===== config.mk =====
export PLATFORM = sky130hd
export DESIGN_NAME = match_controller
export DESIGN_NICKNAME = d
export VERILOG_FILES = /design/src/rtl/game_pkg.sv /design/src/rtl/frame_tick_sync.sv /design/src/rtl/match_controller.sv
export SDC_FILE = /design/constraint.sdc
export NUM_CORES = 1
export LEC_CHECK = 0
export BUFFER_PORTS_ARGS = -buffer_cell sky130_fd_sc_hd__buf_2
export CAP_MARGIN = 10
export CORE_UTILIZATION = 45
export DETAILED_ROUTE_END_ITERATION = 8
export GPL_ROUTABILITY_DRIVEN = 0
export GPL_TIMING_DRIVEN = 0
export PLACE_DENSITY = 0.72
export SLEW_MARGIN = 15
export SYNTH_ARGS = -nofsm -noshare
export SYNTH_HDL_FRONTEND = slang
export SYNTH_SLANG_ARGS = --single-unit

===== constraint.sdc =====
create_clock -name Clk -period 2.8 [get_ports Clk]
set_clock_uncertainty 0.1 [all_clocks]
set_input_delay 0.56 -clock Clk [delete_from_list [all_inputs] [get_ports Clk]]
set_output_delay 0.56 -clock Clk [all_outputs]
set_load 0.02 [all_outputs]

===== src/rtl/game_pkg.sv =====
// Shared types and defaults for the tank game match sequencer.
// The optional pause feature is enabled by defining MATCH_PAUSE_EN.
package game_pkg;

    typedef enum logic [2:0] {
        IDLE      = 3'd0,
        COUNTDOWN = 3'd1,
        PLAY      = 3'd2,
        ROUND_END = 3'd3,
        MATCH_END = 3'd4,
        PAUSED    = 3'd5
    } match_state_t;

    localparam logic [1:0] W_NONE = 2'b00;
    localparam logic [1:0] W_P1   = 2'b01;
    localparam logic [1:0] W_P2   = 2'b10;
    localparam logic [1:0] W_DRAW = 2'b11;

    localparam int COUNTDOWN_FRAMES_DEF = 180;
    localparam int ROUND_END_FRAMES_DEF = 120;
    localparam int ROUNDS_TO_WIN_DEF    = 3;
    localparam int NUM_LEVELS_DEF       = 8;

    // Out-of-range candidates fall back to arena 0; a repeat steps forward.
    function automatic logic [9:0] next_level(
        input logic [9:0] cur,
        input logic [9:0] rnd,
        input int         n
    );
        logic [9:0] cand;
        cand = (int'(rnd) >= n) ? 10'd0 : rnd;
        if (cand == cur)
            return (int'(cur) == n - 1) ? 10'd0 : cur + 10'd1;
        return cand;
    endfunction

endpackage


===== src/rtl/frame_tick_sync.sv =====
// Two-flop synchronizer followed by a registered rising-edge pulse.
// Used for vs (frame tick), start and pause.
module frame_tick_sync (
    input  logic Clk,
    input  logic Reset,
    input  logic i_level,
    output logic o_pulse
);

    logic r_meta;
    logic r_sync;
    logic r_prev;
    logic r_pulse;

    // Chain resets to 1 so a level held high through reset is not an edge.
    always_ff @(posedge Clk or negedge Reset) begin
        if (!Reset) begin
            r_meta  <= 1'b1;
            r_sync  <= 1'b1;
            r_prev  <= 1'b1;
            r_pulse <= 1'b0;
        end else begin
            r_meta  <= i_level;
            r_sync  <= r_meta;
            r_prev  <= r_sync;
            r_pulse <= r_sync & ~r_prev;
        end
    end

    assign o_pulse = r_pulse;

endmodule


===== src/rtl/match_controller.sv =====
// Round/match sequencer for the two-player tank game.
// Define MATCH_PAUSE_EN to add the PAUSED state driven by the pause key.
module match_controller
    import game_pkg::*;
#(
    parameter int COUNTDOWN_FRAMES = COUNTDOWN_FRAMES_DEF,
    parameter int ROUND_END_FRAMES = ROUND_END_FRAMES_DEF,
    parameter int ROUNDS_TO_WIN    = ROUNDS_TO_WIN_DEF,
    parameter int NUM_LEVELS       = NUM_LEVELS_DEF
) (
    input  logic       Clk,
    input  logic       Reset,
    input  logic       vs,
    input  logic       start,
    input  logic [9:0] p1_lives,
    input  logic [9:0] p2_lives,
    input  logic [9:0] random_number,
    input  logic       pause,
    output logic       new_level,
    output logic [9:0] level_sel,
    output logic [1:0] winner,
    output logic       freeze,
    output logic [7:0] countdown,
    output logic [2:0] p1_score,
    output logic [2:0] p2_score,
    output logic [2:0] match_state
);

    localparam logic [7:0] L_CD  = 8'(COUNTDOWN_FRAMES);
    localparam logic [7:0] L_RE  = 8'(ROUND_END_FRAMES);
    localparam logic [2:0] L_RTW = 3'(ROUNDS_TO_WIN);

    logic w_tick;
    logic w_start_p;
    logic w_pause_p;

    frame_tick_sync u_vs_sync (
        .Clk     (Clk),
        .Reset   (Reset),
        .i_level (vs),
        .o_pulse (w_tick)
    );

    frame_tick_sync u_start_sync (
        .Clk     (Clk),
        .Reset   (Reset),
        .i_level (start),
        .o_pulse (w_start_p)
    );

    frame_tick_sync u_pause_sync (
        .Clk     (Clk),
        .Reset   (Reset),
        .i_level (pause),
        .o_pulse (w_pause_p)
    );

`ifndef MATCH_PAUSE_EN
    logic w_pause_unused;
    assign w_pause_unused = w_pause_p;
`endif

    match_state_t r_state, w_state_nx;
    logic [7:0]   r_cnt, w_cnt_nx;
    logic [2:0]   r_p1, w_p1_nx;
    logic [2:0]   r_p2, w_p2_nx;
    logic [1:0]   r_win, w_win_nx;
    logic [9:0]   r_lvl, w_lvl_nx;
    logic         r_nl, w_nl_nx;
    logic         w_enter_cd;
    logic         w_p1_dead;
    logic         w_p2_dead;
    logic         w_match_won;

    assign w_p1_dead   = (p1_lives == 10'd0);
    assign w_p2_dead   = (p2_lives == 10'd0);
    assign w_match_won = (r_p1 == L_RTW) || (r_p2 == L_RTW);

    always_ff @(posedge Clk or negedge Reset) begin
        if (!Reset) begin
            r_state <= IDLE;
            r_cnt   <= 8'd0;
            r_p1    <= 3'd0;
            r_p2    <= 3'd0;
            r_win   <= W_NONE;
            r_lvl   <= 10'd0;
            r_nl    <= 1'b0;
        end else begin
            r_state <= w_state_nx;
            r_cnt   <= w_cnt_nx;
            r_p1    <= w_p1_nx;
            r_p2    <= w_p2_nx;
            r_win   <= w_win_nx;
            r_lvl   <= w_lvl_nx;
            r_nl    <= w_nl_nx;
        end
    end

    always_comb begin
        w_state_nx = r_state;
        w_cnt_nx   = r_cnt;
        w_p1_nx    = r_p1;
        w_p2_nx    = r_p2;
        w_win_nx   = r_win;
        w_lvl_nx   = r_lvl;
        w_nl_nx    = 1'b0;
        w_enter_cd = 1'b0;
        unique case (r_state)
            IDLE, MATCH_END: begin
                if (w_start_p) begin
                    w_enter_cd = 1'b1;
                    w_p1_nx    = 3'd0;
                    w_p2_nx    = 3'd0;
                    w_win_nx   = W_NONE;
                end
            end
            COUNTDOWN: begin
                if (w_tick) begin
                    if (r_cnt == 8'd1)
                        w_state_nx = PLAY;
                    else
                        w_cnt_nx = r_cnt - 8'd1;
                end
            end
            PLAY: begin
                if (w_tick && (w_p1_dead || w_p2_dead)) begin
                    w_state_nx = ROUND_END;
                    w_cnt_nx   = L_RE;
                    if (w_p1_dead && w_p2_dead) begin
                        w_win_nx = W_DRAW;
                    end else if (w_p1_dead) begin
                        w_win_nx = W_P2;
                        w_p2_nx  = (r_p2 == 3'd7) ? r_p2 : r_p2 + 3'd1;
                    end else begin
                        w_win_nx = W_P1;
                        w_p1_nx  = (r_p1 == 3'd7) ? r_p1 : r_p1 + 3'd1;
                    end
                end
`ifdef MATCH_PAUSE_EN
                else if (w_pause_p) begin
                    w_state_nx = PAUSED;
                end
`endif
            end
            ROUND_END: begin
                if (w_tick) begin
                    if (r_cnt != 8'd1)
                        w_cnt_nx = r_cnt - 8'd1;
                    else if (w_match_won)
                        w_state_nx = MATCH_END;
                    else
                        w_enter_cd = 1'b1;
                end
            end
`ifdef MATCH_PAUSE_EN
            PAUSED: begin
                if (w_pause_p)
                    w_state_nx = PLAY;
            end
`endif
            default: w_state_nx = IDLE;
        endcase
        // Every COUNTDOWN entry picks a new arena and pulses new_level once.
        if (w_enter_cd) begin
            w_state_nx = COUNTDOWN;
            w_cnt_nx   = L_CD;
            w_nl_nx    = 1'b1;
            w_lvl_nx   = next_level(r_lvl, random_number, NUM_LEVELS);
        end
    end

    assign new_level   = r_nl;
    assign level_sel   = r_lvl;
    assign winner      = r_win;
    assign freeze      = (r_state != PLAY);
    assign countdown   = (r_state == COUNTDOWN) ? r_cnt : 8'd0;
    assign p1_score    = r_p1;
    assign p2_score    = r_p2;
    assign match_state = r_state;

endmodule

==> results.json <==
{
  "p_per_area_mw_per_mm2": 948.8,
  "switching_power_mw": 1.127,
  "ys_ff_latch": 38,
  "cp.arrival_ps": 1920,
  "setup_tns_ps": 0,
  "final_cells": 364,
  "netlist.area_leader.share_pct": 34.90,
  "htreeDepth": 2,
  "drcViolationCount": 0,
  "rsz0062_at_grt": "false",
  "grt_antenna_before_repair": 0,
  "area_growth_pct": 23.61,
  "fin_crit_sh_pct": 92.18,
  "cts_buffers": 5,
  "rr_worst_depth": 7,
  "fin_util_pct": 58.88,
  "dr.pass1.iters": 4,
  "outcome": "finished clean",
  "synth_edf_count": 0,
  "relSlewSlack_pct": 44.92,
  "grt_first_pass_wirelength_um": 8204,
  "max_cap_viol_count": 0,
  "hold_path.class": "input port to async pin",
  "critPathRequiredTime_ps": 2140,
  "io_pins": 66,
  "clock_latency_ps": 290,
  "max_freq_ghz": 0.3874,
  "power_leakage_nw": 1.352,
  "wl_met3_um": 263,
  "synthCells": 225,
  "fp.dieW_um": 73.41,
  "cts.sinks": 38,
  "num_vias": 1983,
  "hpwl_um": 3678,
  "post-cts-setup-buffer-count": 0,
  "seqPwrFrac_pct": 30.1,
  "r2r_start": "p2_score[0]",
  "ys_async_sr_fraction_pct": 100.0,
  "coreArea_sq_mm": 0.004817,
  "postRouteWirelength_um": 5023,
  "clkPwrFrac_pct": 21.0,
  "met1_length_um": 2461,
  "drive_gt1_share_pct": 36.36,
  "ys.flop_type": "dfrtp_1",
  "dp.cells": 356,
  "fin_crit_ps": 2581,
  "syn-num-nets": 269,
  "antenna_left": 0,
  "worst_slew_pin_slew_ps": 826.1,
  "rr_endpoint": "r_cnt[5]",
  "slew_viol_final": 0,
  "startpoint_type": "register",
  "grt_pass1_vias": 1776,
  "synth_area_leaders": "dfrtp_1, dfstp_2, ha_1, nor2_1, nand2_1",
  "max_stage_delay_ps": 430,
  "swShare_pct": 41.89,
  "grt_overflow": 0,
  "synth.avg_cell_area_sq_um": 10.20,
  "io_buffers": 64,
  "finalNetCount": 340,
  "top_layer_used": "met4",
  "regArea_sq_um": 958.4,
  "grt_start_max_net_pins": 39,
  "yosysWarnings": 0,
  "dieArea_sq_mm": 0.005389,
  "timing.reg2reg.setup_slack_ps": 260,
  "finalSetupViolCount": 0,
  "cts_tree": "built",
  "crit_slowest_cell": "dfrtp_1",
  "clockBufferDepth": 2,
  "multi_input_area_sq_mm": 0.001215,
  "ir_drop_v": 0.0004182,
  "clkTransAtPathRegs_ps": 80,
  "ys_seq_area_share_pct": 41.77,
  "wl_per_cell_um": 13.80,
  "rows": 25,
  "yosys-top-cells-count": "dfrtp_1, nor2_1, nand2_1, inv_1",
  "n_fill_cell": 465,
  "start_util_pct": 47.64,
  "ctsHoldBuffers": 0,
  "hold_viol_final": 0,
  "synth.most_common_cell": "dfrtp_1",
  "grt_util_all_layers_pct": 19.90,
  "met2WireLength_um": 2249,
  "ys_types": 62,
  "end_kind": "output port",
  "crit_chain": "buf_4 -> nor3b_4 -> clkbuf_8 -> inv_1 -> buf_2",
  "synth_top_area_cell": "dfrtp_1",
  "die_h_um": 73.41,
  "combPwrFrac_pct": 48.9,
  "cts_root_buf": "clkbuf_8",
  "diodes": 0,
  "vias_per_cell": 5.448,
  "cts-resized-gates": 0,
  "intPower_mw": 1.564,
  "critPathKind": "register to output port",
  "drt_iter0_drc": 176,
  "critPathMaxFanout": 10,
  "syn_area_sq_mm": 0.002295
}
-- routing by layer --
layer | global-route usage, % | vias up
li1 | - | 984
met1 | 27.04 | 926
met2 | 31.79 | 68
met3 | 3.704 | 5
met4 | 7.265 | 0
met5 | 0 | -
-- cells in the final DEF, fill, tap and decap left out, types with 3 or more instances in the layout --
cell type / count
buf_2: 64
dfrtp_1: 32
nor2_1: 16
nand2_1: 15
inv_1: 13
a21oi_1: 9
ha_1: 9
and3_1: 8
nor3_1: 8
clkbuf_8: 7
nand3_1: 6
o21ai_0: 6
dfstp_2: 6
nor3b_1: 5
nor2b_1: 5
nand4_1: 5
mux2i_1: 4
and2_1: 4
a31oi_1: 4
a211oi_1: 4
buf_4: 3
nand2b_1: 3
mux2_2: 3
o22ai_1: 3
a41oi_1: 3
-- registers in the layout, summed over array words and instances, names as in the netlist --
signal / cells
u_vs_sync.o_pulse: 1
u_vs_sync.r_prev: 1
u_start_sync.r_prev: 1
u_vs_sync.r_meta: 1
level_sel: 10
match_state: 3
p2_score: 3
u_start_sync.r_meta: 1
r_cnt: 8
u_start_sync.o_pulse: 1
p1_score: 3
winner: 2
u_start_sync.r_sync: 1
u_vs_sync.r_sync: 1
new_level: 1
-- per-stage QoR --
| stage | hold slack, ps | power, mW | setup slack (ps) | instance area, sq um |
|---|---|---|---|---|
| CTS | 247.2 | 2.699 | 230.5 | 2836 |
| finish | 253.4 | 2.691 | 218.9 | 2836 |
| detailed placement | 251.1 | 2.119 | 294.7 | 2699 |
| global placement | 246.8 | 2.110 | 342.6 | 2699 |
| global route | 246.4 | 2.854 | 116.7 | 2836 |
| floorplan | 164.4 | 1.778 | 352.1 | 2295 |
-- power groups by stage --
stage | logic [mW] | clock network (mW) | registers, mW
global route | 1.44 | 0.591 | 0.828
CTS | 1.31 | 0.580 | 0.808
floorplan | 0.905 | 0 | 0.873
detailed placement | 1.30 | 0 | 0.818
global placement | 1.29 | 0 | 0.817
finish | 1.32 | 0.566 | 0.809
-- layout make-up --
| type | count | share of cell area (%) |
|---|---|---|
| Clock buffer | 5 | 2.426 |
| Tap cell | 67 | 2.955 |
| Buffer | 8 | 2.426 |
| Inverter | 14 | 1.853 |
| Multi-Input combinational cell | 165 | 42.83 |
| Timing Repair Buffer | 64 | 11.29 |
| Sequential cell | 38 | 33.79 |
| Clock inverter | 3 | 2.426 |
-- worst max path at each step --
stage,startpoint,endpoint,slack [ps],cells after the start
final,match_state[1],freeze,220,5
after global routing,match_state[0],countdown[6],120,6
after CTS,match_state[1],freeze,230,5
after detailed placement,p2_score[0],r_cnt[5],290,7
after global placement,p2_score[0],r_cnt[4],340,7
after floorplan,p2_score[0],r_cnt[4],350,7
-- worst max-delay path: cells and delay by family, from the launching register on --
family                 cells  cell delay (ps)
buffers and inverters      4              770
DFF                        1              430
and+or+nand+nor            1              420
-- cells by family (layout without fill, tap and decap cells) --
kind of cell             after synthesis  after routing  share of synthesized area, %
buffers and inverters                 22             94                         5.289
AO/OA/AOI/OAI                         56             56                         19.68
AND/OR/NAND/NOR                       91             91                         24.16
adder cells (fa/ha/maj)                9              9                         4.907
multiplexers                           9              9                         4.198
flip-flops                            38             38                         41.77
No activity file was read; power rests on OpenSTA's default activity.
